===== config.mk =====
export PLATFORM = sky130hd
export DESIGN_NAME = tdma_nd_midend
export DESIGN_NICKNAME = d
export VERILOG_FILES = /design/src/rtl/tdma_nd_midend.sv
export SDC_FILE = /design/constraint.sdc
export NUM_CORES = 2
export LEC_CHECK = 0
export ABC_AREA = 0
export BUFFER_PORTS_ARGS = -buffer_cell sky130_fd_sc_hd__buf_2
export CAP_MARGIN = 20
export CELL_PAD_IN_SITES_DETAIL_PLACEMENT = 1
export CELL_PAD_IN_SITES_GLOBAL_PLACEMENT = 2
export CORE_ASPECT_RATIO = 0.5
export CORE_MARGIN = 5
export CORE_UTILIZATION = 33
export DETAILED_ROUTE_END_ITERATION = 8
export PLACE_DENSITY_LB_ADDON = 0.08
export RECOVER_POWER = 50
export SETUP_SLACK_MARGIN = 0.15
export SLEW_MARGIN = 20
export SYNTH_ARGS = -nofsm -noshare
export SYNTH_HDL_FRONTEND = slang
export SYNTH_SLANG_ARGS = --single-unit

===== constraint.sdc =====
create_clock -name clk_i -period 4.3 [get_ports clk_i]
set_input_delay 0.43 -clock clk_i [delete_from_list [all_inputs] [get_ports clk_i]]
set_output_delay 0.43 -clock clk_i [all_outputs]
set_load 0.005 [all_outputs]

===== src/rtl/tdma_nd_midend.sv =====
// tdma_nd_midend
// Takes one N-dimensional transfer descriptor and turns it into a stream of
// 1-D burst requests (src, dst, len) for the iDMA backend. Dimension 0 is the
// fastest-moving outer dimension. The innermost dimension is the contiguous
// byte length nd_len_i.
//
// Ports
//   clk_i, rst_ni            clock, asynchronous active-low reset
//   nd_valid_i / nd_ready_o  descriptor handshake; ready only while idle
//   nd_src_addr_i            source base address
//   nd_dst_addr_i            destination base address
//   nd_len_i                 bytes per burst
//   nd_reps_i                per-dimension repetition counts (slice d = dim d)
//   nd_src_stride_i          per-dimension signed source strides
//   nd_dst_stride_i          per-dimension signed destination strides
//   burst_valid_o/ready_i    burst handshake towards the backend
//   burst_src_addr_o         burst source address
//   burst_dst_addr_o         burst destination address
//   burst_len_o              burst byte length
//   busy_o                   descriptor in flight
//   done_o                   one-cycle pulse in the first idle cycle after a descriptor
//
// state | meaning
// IDLE  | waiting for a descriptor, nd_ready_o high
// RUN   | presenting bursts, one per handshake
// ZERO  | empty descriptor (len or some reps is 0), one cycle, no bursts

module tdma_nd_midend #(
    parameter int unsigned NumDim      = 4,
    parameter int unsigned AddrWidth   = 64,
    parameter int unsigned LenWidth    = 32,
    parameter int unsigned RepWidth    = 32,
    parameter int unsigned StrideWidth = 32
) (
    input  logic                          clk_i,
    input  logic                          rst_ni,
    input  logic                          nd_valid_i,
    output logic                          nd_ready_o,
    input  logic [AddrWidth-1:0]          nd_src_addr_i,
    input  logic [AddrWidth-1:0]          nd_dst_addr_i,
    input  logic [LenWidth-1:0]           nd_len_i,
    input  logic [NumDim*RepWidth-1:0]    nd_reps_i,
    input  logic [NumDim*StrideWidth-1:0] nd_src_stride_i,
    input  logic [NumDim*StrideWidth-1:0] nd_dst_stride_i,
    output logic                          burst_valid_o,
    input  logic                          burst_ready_i,
    output logic [AddrWidth-1:0]          burst_src_addr_o,
    output logic [AddrWidth-1:0]          burst_dst_addr_o,
    output logic [LenWidth-1:0]           burst_len_o,
    output logic                          busy_o,
    output logic                          done_o
);

    typedef enum logic [1:0] {
        IDLE = 2'd0,
        RUN  = 2'd1,
        ZERO = 2'd2
    } state_e;

    state_e state_q, state_d;

    logic [LenWidth-1:0]  len_q;
    logic [RepWidth-1:0]  reps_q       [NumDim];
    logic [AddrWidth-1:0] src_stride_q [NumDim];
    logic [AddrWidth-1:0] dst_stride_q [NumDim];
    logic [RepWidth-1:0]  cnt_q        [NumDim];
    logic [RepWidth-1:0]  cnt_d        [NumDim];

    // pos_q[d] is the current address with all dimensions below d rewound to 0.
    // pos_q[0] is therefore the address of the burst being presented.
    logic [AddrWidth-1:0] src_pos_q    [NumDim];
    logic [AddrWidth-1:0] src_pos_d    [NumDim];
    logic [AddrWidth-1:0] dst_pos_q    [NumDim];
    logic [AddrWidth-1:0] dst_pos_d    [NumDim];

    logic                 done_q, done_d;
    logic                 accept;
    logic                 advance;
    logic                 desc_zero;
    logic                 last;
    logic [NumDim-1:0]    wrap;
    logic [NumDim:0]      carry;
    logic [AddrWidth-1:0] src_step;
    logic [AddrWidth-1:0] dst_step;

    assign nd_ready_o       = (state_q == IDLE);
    assign burst_valid_o    = (state_q == RUN);
    assign busy_o           = (state_q != IDLE);
    assign done_o           = done_q;
    assign burst_src_addr_o = src_pos_q[0];
    assign burst_dst_addr_o = dst_pos_q[0];
    assign burst_len_o      = len_q;

    assign accept  = (state_q == IDLE) && nd_valid_i;
    assign advance = (state_q == RUN) && burst_ready_i;

    always_comb begin
        desc_zero = (nd_len_i == '0);
        for (int d = 0; d < NumDim; d++) begin
            if (nd_reps_i[d*RepWidth +: RepWidth] == '0) begin
                desc_zero = 1'b1;
            end
        end
    end

    // Odometer: carry ripples through every dimension sitting at its last count.
    always_comb begin
        carry[0] = 1'b1;
        for (int d = 0; d < NumDim; d++) begin
            wrap[d]      = (cnt_q[d] == (reps_q[d] - RepWidth'(1)));
            carry[d+1]   = carry[d] & wrap[d];
        end
        last = carry[NumDim];
    end

    // Exactly one dimension steps (carry in, no wrap); every dimension below it
    // wraps and restarts from the stepped address. Walking from the top down
    // means the stepped address is known before the wrapping dimensions use it.
    always_comb begin
        src_step = '0;
        dst_step = '0;
        for (int d = NumDim - 1; d >= 0; d--) begin
            cnt_d[d]     = cnt_q[d];
            src_pos_d[d] = src_pos_q[d];
            dst_pos_d[d] = dst_pos_q[d];
            if (carry[d]) begin
                if (wrap[d]) begin
                    cnt_d[d]     = '0;
                    src_pos_d[d] = src_step;
                    dst_pos_d[d] = dst_step;
                end else begin
                    cnt_d[d]     = cnt_q[d] + RepWidth'(1);
                    src_pos_d[d] = src_pos_q[d] + src_stride_q[d];
                    dst_pos_d[d] = dst_pos_q[d] + dst_stride_q[d];
                    src_step     = src_pos_d[d];
                    dst_step     = dst_pos_d[d];
                end
            end
        end
    end

    always_comb begin
        state_d = state_q;
        done_d  = 1'b0;
        case (state_q)
            IDLE: begin
                if (nd_valid_i) begin
                    state_d = desc_zero ? ZERO : RUN;
                end
            end
            RUN: begin
                if (burst_ready_i && last) begin
                    state_d = IDLE;
                    done_d  = 1'b1;
                end
            end
            ZERO: begin
                state_d = IDLE;
                done_d  = 1'b1;
            end
            default: begin
                state_d = IDLE;
            end
        endcase
    end

    always_ff @(posedge clk_i or negedge rst_ni) begin
        if (!rst_ni) begin
            state_q <= IDLE;
            done_q  <= 1'b0;
        end else begin
            state_q <= state_d;
            done_q  <= done_d;
        end
    end

    always_ff @(posedge clk_i or negedge rst_ni) begin
        if (!rst_ni) begin
            len_q <= '0;
            for (int d = 0; d < NumDim; d++) begin
                reps_q[d]       <= '0;
                src_stride_q[d] <= '0;
                dst_stride_q[d] <= '0;
                cnt_q[d]        <= '0;
                src_pos_q[d]    <= '0;
                dst_pos_q[d]    <= '0;
            end
        end else if (accept) begin
            len_q <= nd_len_i;
            for (int d = 0; d < NumDim; d++) begin
                reps_q[d]       <= nd_reps_i[d*RepWidth +: RepWidth];
                src_stride_q[d] <= AddrWidth'($signed(nd_src_stride_i[d*StrideWidth +: StrideWidth]));
                dst_stride_q[d] <= AddrWidth'($signed(nd_dst_stride_i[d*StrideWidth +: StrideWidth]));
                cnt_q[d]        <= '0;
                src_pos_q[d]    <= nd_src_addr_i;
                dst_pos_q[d]    <= nd_dst_addr_i;
            end
        end else if (advance) begin
            for (int d = 0; d < NumDim; d++) begin
                cnt_q[d]     <= cnt_d[d];
                src_pos_q[d] <= src_pos_d[d];
                dst_pos_q[d] <= dst_pos_d[d];
            end
        end
    end

endmodule


==> summary.md <==
| Metric | Value |
|---|---|
| Status | `finished with violations` |
| Failing checks | `capacitance limit, slew limit, setup timing` |
| Asr flop ratio synth | `100.0%` |
| Critical path data arrival time | `5.25 ns` |
| Seq/Total Area, Yosys | `31.41%` |
| # DRC | `0` |
| Port bufs | `711` |
| Fillers | `30070` |
| CP Capture Type | `flop` |
| Wirelength per Cell | `28.93 um` |
| Initial antenna violation count | `23` |
| Core area | `254700 sq um` |
| RSZ-0062 raised after global routing | `yes` |
| Worst path most repeated cell | `or4_4` |
| Hold Vio Cnt, Final | `0` |
| Hold_ws | `0.02051 ns` |
| Synth Net Count | `11950` |
| Final count of pins violating max slew | `91` |
| Layout cells sized above 1 | `25.16%` |
| Commonest non-fill, non-tap cell in the layout | `nand2_1` |
| Worst path bufs/invs | `5` |
| Worst-path clk slew | `0.07 ns` |
| Syn Inst Count | `10880` |
| Synthesized area | `84380 sq um` |
| Post-synthesis compound-gate area fraction | `25.36%` |
| CP max FO | `7` |
| Largest family of logic cells by synthesized area | `compound AO/OA/AOI/OAI gates` |
| All-layer global routing usage | `34.17%` |
| Vias in the first global route | `99130` |
| Max_slew headroom | `-148.1%` |
| Synth unique cells | `99` |
| GR Overflow Total | `0` |
| Via density | `5.730` |
| Mapped Avg Cell Area | `7.755 sq um` |
| Most frequent cells in the layout | `2135 x nand2_1, 1274 x buf_4, 1055 x dfrtp_1` |
| Leakage | `55.62 nW` |
| GP Congestion | `0.9740` |
| TritonCTS clock tree | `yes` |
| Final period utilization | `105.0%` |
| Total CTS buffers | `119` |
| Final setup fails | `351` |
| # nets final | `14210` |
| Worst path cell trace | `or4_4 > or4_4 > buf_8 > nor4_4 > xnor2_2 > and4bb_1 > nand4b_4 > or4_4 > nor4_4 > buf_12 > nand2_8 > nor2_4 > buf_12 > buf_8 > clkbuf_16 > nand2_1 > o21ai_1` |
| Largest net degree at the start of global routing | `131` |
| Number of synthesized flops with an enable pin | `0` |
| Final instance area | `118800 sq um` |
| P per Cell Area | `1028 nW/um^2` |
| Vias | `95360` |
| Die X | `725.1 um` |
| Drt pass-1 iters | `8` |
| Final core occ | `46.63%` |
| Clock Skew | `0.04908 ns` |
| Routed wire length | `481500 um` |
| Startpoint Class | `flop` |
| DR iter-0 viols | `6887` |
| Layout area overhead | `40.76%` |
| Num rows | `131` |
| I/O pin count | `712` |
| H-tree levels | `3` |
| Setup WS post-layout | `-0.2160 ns` |
| First-pass GRT wire length | `679400 um` |
| Top post-synthesis cells by area | `dfrtp_1 31%, nand2_1 9.8%, ha_1 7.6%` |
| Slowest-stage cell, CP | `or4_4` |
| Fmax | `0.2214 GHz` |
| DIE AREA | `266500 sq um` |
| Top FF cell, synth | `dfrtp_1` |
| Top-area cell type share of the netlist area | `31.41%` |
| Simple-gate share of the synthesized area | `23.19%` |
| Register Area | `26510 sq um` |
| Tmin final | `4.516 ns` |
| CTS Buffer Depth | `3` |
| Initial Util | `33.13%` |
| Yosys top cell by area | `dfrtp_1` |
| Clk_lat worst skew | `0.83 ns` |
| Post-placement cell count | `15660` |
| Placed cell areas | `101300 sq um` |
| Root Driver | `clkbuf_16` |
| CTS Sinks | `1059` |
| Area of the multi-input gates | `57950 sq um` |
| Post-route ant nets | `0` |
| Synth Area in XOR/XNOR | `6.826%` |
| Synth warn | `0` |
| Hpwl dp | `365700 um` |
| Maximum VDD drop | `476.7 uV` |
| Multiplexer area fraction after synthesis | `0.5501%` |
| Finished Layout Cells | `16640` |
| Synth Area in Adders | `7.827%` |
| Worst Tran Pin Value | `3.721 ns` |
| Die Y | `367.6 um` |
| Crit path kind | `reg -> reg` |
| CP required | `5.03 ns` |
| Hold Crit Class | `in -> reg` |
| Maximum capacitance violations | `1` |
| Post-synthesis register bit count | `1059` |
| CP delay by family, top | `simple AND/OR/NAND/NOR gates` |
| CP max stage delay | `0.60 ns` |
synthesized netlist by cell type, types with 128 or more instances:
cell type  count
nand2_1     2208
dfrtp_1     1059
a21oi_1      836
nor2_1       827
o21ai_0      673
clkbuf_1     542
ha_1         515
a21o_1       375
xnor2_1      369
xor2_1       286
nor3_1       194
inv_1        190
nand3_1      185
nand4_1      170
a211oi_1     156
a31oi_1      142
o22ai_1      138
and3_1       133
buf_4        130
o31ai_1      128
cell families after synthesis:
logic type | Yosys count
simple gates | 4339
fa+ha+maj | 523
mux | 45
xor+xnor | 656
flops | 1059
compound gates | 3324
buf+inv | 935
worst reg2reg max path: cells and delay by family (launching register included):
| kind | cells | cell delay [ns] |
|---|---|---|
| xor gates and xnor gates | 1 | 0.12 |
| buffers and inverters | 5 | 0.94 |
| DFF | 1 | 0.38 |
| and+or+nand+nor | 10 | 2.87 |
| AOI/OAI and AO/OA | 1 | 0.12 |
report_power, final:
group | internal (mW) | switching [mW] | total, mW | leakage [nW]
sequential | 14.2 | 4.76 | 19.0 | 12.9
combinational | 37.8 | 53.5 | 91.4 | 40.7
clock | 6.64 | 5.20 | 11.8 | 2.10
sequential cells by signal (all words and copies together) (netlist names):
| signal | flops |
|---|---|
| burst_dst_addr_o | 64 |
| burst_len_o | 32 |
| burst_src_addr_o | 64 |
| cnt_q | 128 |
| done_o | 1 |
| dst_pos_q | 192 |
| dst_stride_q | 128 |
| reps_q | 128 |
| src_pos_q | 192 |
| src_stride_q | 128 |
| state_q | 2 |
cell type report:
cell class / instances / share of cell area [%]
multi-input combinational: 8887 / 48.79
sequential: 1059 / 22.32
timing repair buffer: 2883 / 21.06
tap: 3391 / 3.572
clock buffer: 160 / 2.848
clock inverter: 65 / 0.7975
inverter: 190 / 0.6005
antenna: 8 / 0.01686
through the flow:
stage / power, mW / setup WS (ns) / TNS (ns)
floorplan: 65.00 / 0.1276 / 0
global placement: 101.1 / -0.6214 / -90.96
detailed placement: 101.6 / -0.7010 / -135.42
CTS: 119.1 / -0.1995 / -15.26
global route: 129.3 / -0.2998 / -89.62
finish: 122.2 / -0.2160 / -22.40
per-layer routing:
| layer | up-vias | global-route usage [%] | wire length (um) |
|---|---|---|---|
| met2 | 2958 | 58.12 | 226500 |
| li1 | 43670 | - | - |
| met5 | - | 0 | 88 |
| met4 | 6 | 21.10 | 35020 |
| met1 | 47730 | 40.87 | 194600 |
| met3 | 1000 | 4.732 | 25330 |
path summary, 6_finish.rpt:
kind	endpoint	startpoint	cells past startpoint	slack, ns
setup / recovery	cnt_q[7]$_DFFE_PN0P_	reps_q[100]$_DFFE_PN0P_	17	-0.22
hold / removal	dst_pos_q[53]$_DFFE_PN0P_	nd_dst_addr_i[53]	3	0.02
setup reg to reg	cnt_q[7]$_DFFE_PN0P_	reps_q[100]$_DFFE_PN0P_	17	-0.22
hold reg to reg	burst_len_o[16]$_DFFE_PN0P_	burst_len_o[16]$_DFFE_PN0P_	2	0.47
max in group asynchronous	burst_dst_addr_o[8]$_DFFE_PN0P_	rst_ni	3	0.12
min in group asynchronous	reps_q[68]$_DFFE_PN0P_	rst_ni	2	1.26
what timing repair did:
| item | in CTS | in global routing |
|---|---|---|
| hold buffers | 476 | 0 |
| resized for setup | 845 | 413 |
| setup buffers | 139 | 88 |
| pin swaps | 296 | 195 |
| endpoints found under the setup margin | 629 | 634 |
| cloned | 30 | 18 |
| hold endpoints to repair | 559 | 0 |
Power figures use the tool's default switching activity.
